$ cat src/rtl/student_iis_pkg.sv
// Shared types for the codec-side I2S slave: FSM states, channel tags and the
// fixed one-bit I2S data delay after each LRCLK edge.
package student_iis_pkg;
  typedef enum logic [1:0] {ALIGN, DELAY, SHIFT, PAD} iis_slave_state_e;
  typedef enum logic {CH_LEFT, CH_RIGHT} iis_chan_e;
  localparam int I2S_DELAY_BITS = 1;
endpackage

$ cat src/rtl/student_iis_edge_sync.sv
// Two-flop synchroniser for one asynchronous input, plus one extra flop so that
// rise/fall pulses line up with the synchronised level.
module student_iis_edge_sync (
  input  logic clk_i,
  input  logic rst_i,
  input  logic d_i,
  output logic q_o,
  output logic rise_o,
  output logic fall_o
);
  logic [2:0] sync_q;

  always_ff @(posedge clk_i or posedge rst_i) begin
    if (rst_i) sync_q <= '0;
    else       sync_q <= {sync_q[1:0], d_i};
  end

  assign q_o    = sync_q[1];
  assign rise_o =  sync_q[1] & ~sync_q[2];
  assign fall_o = ~sync_q[1] &  sync_q[2];
endmodule

$ cat src/rtl/student_iis_codec_slave.sv
// Codec-side I2S slave: follows external BCLK/LRCLK, deserialises DAC data into
// L/R word pairs and serialises locally supplied L/R samples onto ADC data.
module student_iis_codec_slave
  import student_iis_pkg::*;
#(
  parameter int DATA_SIZE_RX = 24,
  parameter int DATA_SIZE_TX = 16,
  parameter int SLOT_BITS    = 32
) (
  input  logic                    clk_i,
  input  logic                    rst_i,
  input  logic                    AC_BCLK,
  input  logic                    AC_LRCLK,
  input  logic                    AC_DAC_SDATA,
  output logic                    AC_ADC_SDATA,
  input  logic [DATA_SIZE_TX-1:0] tx_left_i,
  input  logic [DATA_SIZE_TX-1:0] tx_right_i,
  output logic [DATA_SIZE_RX-1:0] rx_left_o,
  output logic [DATA_SIZE_RX-1:0] rx_right_o,
  output logic                    rx_valid_o,
  output logic                    frame_err_o
);
  localparam int CNT_W    = $clog2(SLOT_BITS);
  localparam int MAX_BITS = (DATA_SIZE_RX > DATA_SIZE_TX) ? DATA_SIZE_RX : DATA_SIZE_TX;
  localparam logic [CNT_W-1:0] RX_LIM  = CNT_W'(DATA_SIZE_RX);
  localparam logic [CNT_W-1:0] RX_LAST = CNT_W'(DATA_SIZE_RX - 1);
  localparam logic [CNT_W-1:0] TX_LIM  = CNT_W'(DATA_SIZE_TX);
  localparam logic [CNT_W-1:0] LAST    = CNT_W'(MAX_BITS - 1);
  localparam logic [CNT_W-1:0] SAT     = CNT_W'(SLOT_BITS - 1);

  // Bit 0: BCLK, bit 1: LRCLK, bit 2: DAC data -- identical latency keeps data aligned to bclk_rise.
  logic [2:0] raw, sync, rise, fall;
  logic       sync_unused;
  assign raw = {AC_DAC_SDATA, AC_LRCLK, AC_BCLK};

  for (genvar g = 0; g < 3; g++) begin : g_sync
    student_iis_edge_sync u_sync (
      .clk_i (clk_i),
      .rst_i (rst_i),
      .d_i   (raw[g]),
      .q_o   (sync[g]),
      .rise_o(rise[g]),
      .fall_o(fall[g])
    );
  end
  assign sync_unused = ^{sync[0], rise[2], fall[2]};

  logic bclk_rise, bclk_fall, lr_q, lr_edge, lr_fall, dac;
  assign bclk_rise = rise[0];
  assign bclk_fall = fall[0];
  assign lr_q      = sync[1];
  assign lr_fall   = fall[1];
  assign lr_edge   = rise[1] | fall[1];
  assign dac       = sync[2];

  iis_slave_state_e         state_q, state_d;
  iis_chan_e                chan_q, chan_d;
  logic [CNT_W-1:0]         cnt_q, cnt_d;
  logic [DATA_SIZE_RX-1:0]  rx_sr_q, rx_sr_d, stage_q, stage_d, rx_word;
  logic [DATA_SIZE_RX-1:0]  rx_l_q, rx_l_d, rx_r_q, rx_r_d;
  logic                     stage_ok_q, stage_ok_d;
  logic [DATA_SIZE_TX-1:0]  tx_l_q, tx_l_d, tx_r_q, tx_r_d, tx_sr_q, tx_sr_d;
  logic                     adc_q, adc_d, valid_q, valid_d, err_q, err_d;

  assign rx_word = {rx_sr_q[DATA_SIZE_RX-2:0], dac};

  always_comb begin
    state_d    = state_q;
    chan_d     = chan_q;
    cnt_d      = cnt_q;
    rx_sr_d    = rx_sr_q;
    stage_d    = stage_q;
    stage_ok_d = stage_ok_q;
    rx_l_d     = rx_l_q;
    rx_r_d     = rx_r_q;
    tx_l_d     = tx_l_q;
    tx_r_d     = tx_r_q;
    tx_sr_d    = tx_sr_q;
    adc_d      = adc_q;
    valid_d    = 1'b0;
    err_d      = 1'b0;
    if (state_q == ALIGN) begin
      adc_d = 1'b0;
      if (lr_fall) begin
        state_d = DELAY;
        chan_d  = CH_LEFT;
        tx_l_d  = tx_left_i;
        tx_r_d  = tx_right_i;
      end
    end else if (lr_edge) begin
      // A new slot always wins, even over a coincident bclk_rise (that rise is the delay bit).
      if (state_q == SHIFT && cnt_q < RX_LIM) begin
        err_d      = 1'b1;
        stage_ok_d = 1'b0;
      end
      state_d = DELAY;
      chan_d  = lr_q ? CH_RIGHT : CH_LEFT;
      cnt_d   = '0;
      adc_d   = 1'b0;
      if (lr_fall) begin
        tx_l_d = tx_left_i;
        tx_r_d = tx_right_i;
      end
    end else if (state_q == DELAY) begin
      adc_d = 1'b0;
      if (bclk_rise) begin
        state_d = SHIFT;
        cnt_d   = '0;
        tx_sr_d = (chan_q == CH_LEFT) ? tx_l_q : tx_r_q;
      end
    end else if (state_q == SHIFT) begin
      if (bclk_fall) begin
        adc_d   = (cnt_q < TX_LIM) && tx_sr_q[DATA_SIZE_TX-1];
        tx_sr_d = tx_sr_q << 1;
      end
      if (bclk_rise) begin
        if (cnt_q < RX_LIM) rx_sr_d = rx_word;
        if (cnt_q == RX_LAST) begin
          if (chan_q == CH_LEFT) begin
            stage_d    = rx_word;
            stage_ok_d = 1'b1;
          end else begin
            if (stage_ok_q) begin
              rx_l_d  = stage_q;
              rx_r_d  = rx_word;
              valid_d = 1'b1;
            end
            stage_ok_d = 1'b0;
          end
        end
        if (cnt_q == LAST) state_d = PAD;
        if (cnt_q != SAT)  cnt_d = cnt_q + CNT_W'(1);
      end
    end else begin
      adc_d = 1'b0;
      if (bclk_rise && cnt_q != SAT) cnt_d = cnt_q + CNT_W'(1);
    end
  end

  always_ff @(posedge clk_i or posedge rst_i) begin
    if (rst_i) begin
      state_q    <= ALIGN;
      chan_q     <= CH_LEFT;
      cnt_q      <= '0;
      rx_sr_q    <= '0;
      stage_q    <= '0;
      stage_ok_q <= 1'b0;
      rx_l_q     <= '0;
      rx_r_q     <= '0;
      tx_l_q     <= '0;
      tx_r_q     <= '0;
      tx_sr_q    <= '0;
      adc_q      <= 1'b0;
      valid_q    <= 1'b0;
      err_q      <= 1'b0;
    end else begin
      state_q    <= state_d;
      chan_q     <= chan_d;
      cnt_q      <= cnt_d;
      rx_sr_q    <= rx_sr_d;
      stage_q    <= stage_d;
      stage_ok_q <= stage_ok_d;
      rx_l_q     <= rx_l_d;
      rx_r_q     <= rx_r_d;
      tx_l_q     <= tx_l_d;
      tx_r_q     <= tx_r_d;
      tx_sr_q    <= tx_sr_d;
      adc_q      <= adc_d;
      valid_q    <= valid_d;
      err_q      <= err_d;
    end
  end

  assign AC_ADC_SDATA = adc_q;
  assign rx_left_o    = rx_l_q;
  assign rx_right_o   = rx_r_q;
  assign rx_valid_o   = valid_q;
  assign frame_err_o  = err_q;
endmodule

$ cat config.mk
export PLATFORM = sky130hd
export DESIGN_NAME = student_iis_codec_slave
export DESIGN_NICKNAME = d
export VERILOG_FILES = /design/src/rtl/student_iis_pkg.sv /design/src/rtl/student_iis_edge_sync.sv /design/src/rtl/student_iis_codec_slave.sv
export SDC_FILE = /design/constraint.sdc
export NUM_CORES = 1
export LEC_CHECK = 0
export ABC_AREA = 1
export BUFFER_PORTS_ARGS = -buffer_cell sky130_fd_sc_hd__buf_2
export CAP_MARGIN = 5
export CORE_MARGIN = 1
export CORE_UTILIZATION = 50
export CTS_BUF_LIST = sky130_fd_sc_hd__clkbuf_2 sky130_fd_sc_hd__clkbuf_4 sky130_fd_sc_hd__clkbuf_8
export DETAILED_ROUTE_END_ITERATION = 7
export PLACE_DENSITY = 0.73
export SETUP_SLACK_MARGIN = 0.02
export SYNTH_ARGS = -nofsm -noshare
export SYNTH_HDL_FRONTEND = slang
export SYNTH_SLANG_ARGS = --single-unit
$ cat constraint.sdc
create_clock -name clk_i -period 5.35 [get_ports clk_i]
set_input_delay 0.8025 -clock clk_i [delete_from_list [all_inputs] [get_ports clk_i]]
set_output_delay 0.8025 -clock clk_i [all_outputs]
set_load 0.01 [all_outputs]
**Word-level counts from Yosys, hierarchy flattened**

Cells that the tools add are included.

- Register bits after elaboration: 163
- Bits of input ports: 37
- Output and inout bits: 51
- Logic and storage cells: 121

- $add $sub $neg: 1
- $lt $le $gt $ge: 2
- Eq/ne operators: 14
- Muxes and demuxes: 53
- Bitwise gates (word level): 13
- Reductions and logical operators: 21

Operators by type and width:

| kind | number |
|---|---|
| 16-bit two-way mux | 11 |
| 5-bit two-way mux | 7 |
| 1-bit two-way mux | 27 |
| 2-bit two-way mux | 8 |
| 5-bit AND reduction | 3 |
| 6-bit AND reduction | 2 |
| 2-bit nonzero test | 6 |
| 4-bit nonzero test | 3 |
| 5-bit < comparator, second input constant | 2 |
| 5-bit inequality test, second input constant | 2 |
| 4-bit inequality test, second input constant | 2 |
| 1-bit NOT | 8 |
| 8-bit AND reduction | 1 |
| 7-bit AND reduction | 1 |
| 3-bit inequality test, second input constant | 2 |
| 5-bit by 1-bit adder with 5-bit output, second input constant | 1 |
| 5-bit equality test, second input constant | 1 |
| 1-bit bitwise AND | 4 |
| 2-bit by 1-bit inequality test with 1-bit output, second input constant | 2 |
| 2-bit inequality test, second input constant | 2 |
| 4-bit by 3-bit inequality test with 1-bit output, second input constant | 1 |
| 1-bit logical AND | 3 |
| 2-bit by 1-bit equality test with 1-bit output, second input constant | 1 |
| 2-bit equality test, second input constant | 1 |
| other kinds (3) | 3 |

**Longest topological paths before layout**

- Depth in word-level cells: 8
- Mapped depth: 11
- Gate-level depth less buffers: 10

**By module**

From an unflattened synthesis, not the netlist that was laid out.

- Cell total of the unflattened synthesis: 812
- Area, all modules: 6,950.4 um^2

Modules (own cells, without submodules):

| module | times used | cells an instance | area each (um^2) | sequential area each (um^2) |
|---|---|---|---|---|
| student_iis_codec_slave | 1 | 788 | 6,668.9 | 3,878.7 |
| student_iis_edge_sync | 3 | 8 | 93.8 | 75.1 |

**Least setup slack after synthesis**

Ideal clock, no wire load.

- Path type: register -> register
- From: register state_q[1]
- To: register rx_l_q[23], in the netlist rx_left_o[23]
- Library setup time: 0.117 ns
- Data arrival time: 1.519 ns
- Data required time: 5.233 ns
- Path slack: 3.714 ns
- Stages on the path, launching flop included: 12
- Buffers on the path: 3
- Period minus slack after synthesis: 1.636 ns
- Path through: dfrtp_1 > inv_1 > ha_1 > buf_2 > inv_2 > nand2_2 > nor2_4 > nand2_1 > buf_4 > buf_6 > nand2_1 > nand2_1

- Word-level cells in the longest chain between the ends: 3
- Elaborated cells between the ends (all ways): 6
- Classes of those cells: eq/ne: 2; bitwise: 2; reduce/logical: 2

Ends and longest elaborated chain:

| what | RTL line | RTL |
|---|---|---|
| start: declaration | student_iis_codec_slave.sv:56 | `iis_slave_state_e state_q, state_d;` |
| start signal: assignment | student_iis_codec_slave.sv:157 | `state_q <= state_d;` |
| 2-bit by 1-bit equality test with 1-bit output / 2-bit logical NOT (equally long branches) | student_iis_codec_slave.sv:104, student_iis_codec_slave.sv:82 |  |
| 1-bit NOT (no line) | n/a |  |
| 8-bit AND reduction (no line) (*) | n/a |  |
| end signal: assignment | student_iis_codec_slave.sv:163 | `rx_l_q <= rx_l_d;` |
| end: declaration | student_iis_codec_slave.sv:60 | `logic [DATA_SIZE_RX-1:0] rx_l_q, rx_l_d, rx_r_q, rx_r_d;` |

Every way passes the cells marked *; elsewhere a longest branch is shown, timed or not.
A chain may end at the register's enable or synchronous reset.

**Worst setup path in the final report**

- From: register chan_q
- To: register rx_l_q[17], in the netlist rx_left_o[17]

- Word-level cells in the longest chain between the ends: 1

Ends and longest elaborated chain:

| what | RTL line | RTL |
|---|---|---|
| start: declaration | student_iis_codec_slave.sv:57 | `iis_chan_e chan_q, chan_d;` |
| start signal: assignment | student_iis_codec_slave.sv:158 | `chan_q <= chan_d;` |
| 8-bit AND reduction (no line) | n/a |  |

No other way between the ends.

==> results.txt <==
CTS tree -> built
most used cell along the critical path -> nand2_1
P_int -> 0.00196 W
post-CTS setup buffers -> 0
Setup CP Type -> reg -> reg
Worst EP arrival -> 3.60 ns
Die X -> 120 um
WP buf/inv -> 0
drt first pass iters -> 7
via count -> 5308
antenna cells -> 0
total detailed-routing wirelength -> 13300 um
crit path cell chain -> nand2_1, nor2_4, nand2_2, nand2_1, nand2_1
vias per inst -> 5.01
Filler cells -> 1209
Util after Layout -> 58.2%
remaining antenna violation count -> 0
Power Density -> 370 nW/um2
CTS max path bufs -> 2
HPWL Detailed -> 8590 um
number of global-route vias before repair -> 5152
GRT overflow -> 0
Mapped Cells -> 801
cell taking the most area after synthesis -> dfrtp_1
Required @ worst endpoint -> 5.69 ns
Seq/Total Area, Yosys -> 58.7%
status -> finished, final reports clean
Max Clk Rate -> 307 MHz
final slew viol count -> 0
core area -> 13400 um2
root buffer cell -> clkbuf_8
Fin. Hold Viols -> 0
Mapped Area -> 6940 um2
Seq cells post-synth -> 163
CTS sink cnt -> 163
Slew HR -> 28.0%
Psw -> 0.000930 W
critical path capture point type -> flop
largest net degree at the start of global routing -> 76
unrepaired setup endpoints after global routing -> no
Critical-path top delay cell -> nor2_4
top-area cell type share of the netlist area -> 58.7%
sequential power share -> 48.6%
ranking of synthesized cells by area -> dfrtp_1 (59%), nand2_1 (15%), nand3_1 (5.2%), o21ai_1 (4.7%), inv_1 (4.6%)
drc violations -> 0
placed inst area -> 7400 um2
Synth cell types -> 23
Mapped Avg Cell Area -> 8.67 um2
global-route wire length before repair -> 23700 um
crit share post-route -> 60.8%
hold buffer count at CTS -> 0
cts bufs inserted -> 17
Max-Cap Viols -> 0
Setup Skew -> 0.0176 ns
Die Y -> 120 um
PostCTS Resize Cnt -> 0
Area Growth Syn to Fin -> 12.3%
H-Tree Depth -> 4
share of layout cells above drive strength 1 -> 16.4%
Setup WS post-layout -> 2.10 ns
Ports -> 88
CP Max Fanout -> 49
initial antenna violation count -> 0
WL/cell -> 12.6 um
Iter 0 DRT Violations -> 435
Place WS -> 2.09 ns
final net count -> 915
GPL Wtd Cong -> 0.803
Sum Neg Setup Slack -> 0 ns
hold crit path type -> reg -> reg
leak pwr -> 4.11 nW
GRT Total Usage -> 20.8%
standard-cell row count -> 42
Startpoint Class -> flop
Ys Warns -> 0
Clock Pin Slew Worst Setup and Hold Paths -> 0.09 ns
synthesized net count -> 846
fin crit period -> 3.25 ns
Clock power frac -> 31.2%
Initial Util -> 51.8%
Design Area, Final -> 7800 um2
latest clock arrival within the worst-skew pair -> 0.46 ns
Setup Viol. Count Final -> 0
power after layout -> 0.00289 W
Worst VDD drop -> 0.000343 V
family with the most delay on the worst path -> simple AND/OR/NAND/NOR gates
sw frac -> 32.2%
Die Area -> 14400 um2
worst slew pin tran -> 1.08 ns
Comb pwr share -> 20.2%
crit-path max cell delay -> 0.88 ns
port bufs -> 87
-- flip-flops by register name (all words and copies together), names as in the netlist, 2 cells and up --
name / cells
cnt_q: 5
state_q: 2
rx_sr_q: 23
tx_r_q: 16
tx_l_q: 16
g_sync.u_sync.sync_q: 8
tx_sr_q: 16
rx_left_o: 24
rx_right_o: 24
stage_q: 24
-- cell usage after synthesis --
| cell type | count |
|---|---|
| inv_1 | 85 |
| dfrtp_1 | 163 |
| nand2_2 | 2 |
| nor3_1 | 1 |
| nor2_1 | 11 |
| buf_4 | 10 |
| nand3_2 | 1 |
| o21ai_1 | 65 |
| nand3_4 | 1 |
| nand2_1 | 282 |
| buf_6 | 4 |
| o21ai_0 | 45 |
| a21oi_1 | 4 |
| buf_1 | 1 |
| clkbuf_1 | 9 |
| buf_2 | 18 |
| nor2_2 | 4 |
| ha_1 | 8 |
| nand4_1 | 5 |
| nor3_2 | 1 |
| inv_2 | 6 |
| nor2_4 | 3 |
| nand3_1 | 72 |
-- worst reg2reg max path: cells and delay by family (launching register included) --
| family | cells | cell delay (ns) |
|---|---|---|
| flops | 1 | 0.86 |
| simple gates | 5 | 2.29 |
-- cell type report --
| type | instances | area [um2] | share of cell area, % |
|---|---|---|---|
| clock buffer | 18 | 248 | 3.18 |
| clock inverter | 14 | 149 | 1.91 |
| inverter | 91 | 347 | 4.44 |
| multi-input combinational | 505 | 2290 | 29.3 |
| sequential | 163 | 4080 | 52.3 |
| tap | 176 | 220 | 2.82 |
| timing repair buffer | 92 | 473 | 6.06 |
-- power groups by stage --
stage / clock network, W / registers (W) / logic, W
2_1_floorplan: 0 / 0.00140 / 0.000493
3_3_place_gp: 0 / 0.00142 / 0.000575
3_5_place_dp: 0 / 0.00143 / 0.000584
4_1_cts: 0.000917 / 0.00140 / 0.000589
5_1_grt: 0.000972 / 0.00142 / 0.000690
6_report: 0.000900 / 0.00140 / 0.000583
-- per-stage QoR --
stage	hold slack [ns]	cells
global placement	0.332	1027
global route	0.367	1059
CTS	0.352	1059
finish	0.351	1059
floorplan	0.331	801
detailed placement	0.335	1027
-- worst paths after layout --
path | slack, ns | end | start | depth (start not counted)
max in group asynchronous | 3.84 | chan_q | rst_i | 3
worst min-delay path | 0.35 | g_sync[0].u_sync.sync_q[1] | g_sync[0].u_sync.sync_q[0] | 0
worst min register to register | 0.35 | g_sync[0].u_sync.sync_q[1] | g_sync[0].u_sync.sync_q[0] | 0
min in group asynchronous | 0.44 | rx_left_o[12] | rst_i | 2
worst max-delay path | 2.10 | rx_left_o[17] | chan_q | 5
worst max register to register | 2.10 | rx_left_o[17] | chan_q | 5
-- logic make-up (layout without fill, tap and decap cells) --
| group | Yosys count | in the layout | share of synthesized area [%] |
|---|---|---|---|
| AND/OR/NAND/NOR | 383 | 383 | 23.1 |
| buffers and inverters | 133 | 215 | 8.49 |
| adder cells (fa/ha/maj) | 8 | 8 | 1.44 |
| AO/OA/AOI/OAI | 114 | 114 | 8.22 |
| flip-flops | 163 | 163 | 58.7 |
-- metal layers --
metal  vias up  share of wire (%)  GRT usage, %
met5         -                  0             0
met2       107                 48          34.8
met1      2537                 46          26.3
li1       2649                  -             -
met3        15                3.8          5.47
met4         0                1.5          7.03
-- layout by cell type, fill, tap and decap left out --
master       n
dfrtp_1    163
nand3_2      1
clkinv_2     5
nor2_4       4
o21ai_1     65
ha_1         7
nand4_1      5
inv_8        1
bufinv_16    2
nor2_1      11
ha_2         1
inv_1       84
nand3_4      1
inv_6        5
buf_4        5
nor3_1       1
clkinv_4     2
nor2_2       3
clkbuf_8    18
inv_2        6
nor3_2       1
nand3_1     72
nand2_1    281
buf_2       87
o21ai_0     45
a21oi_1      4
nand2_2      3
(Power assumes the default switching activity.)
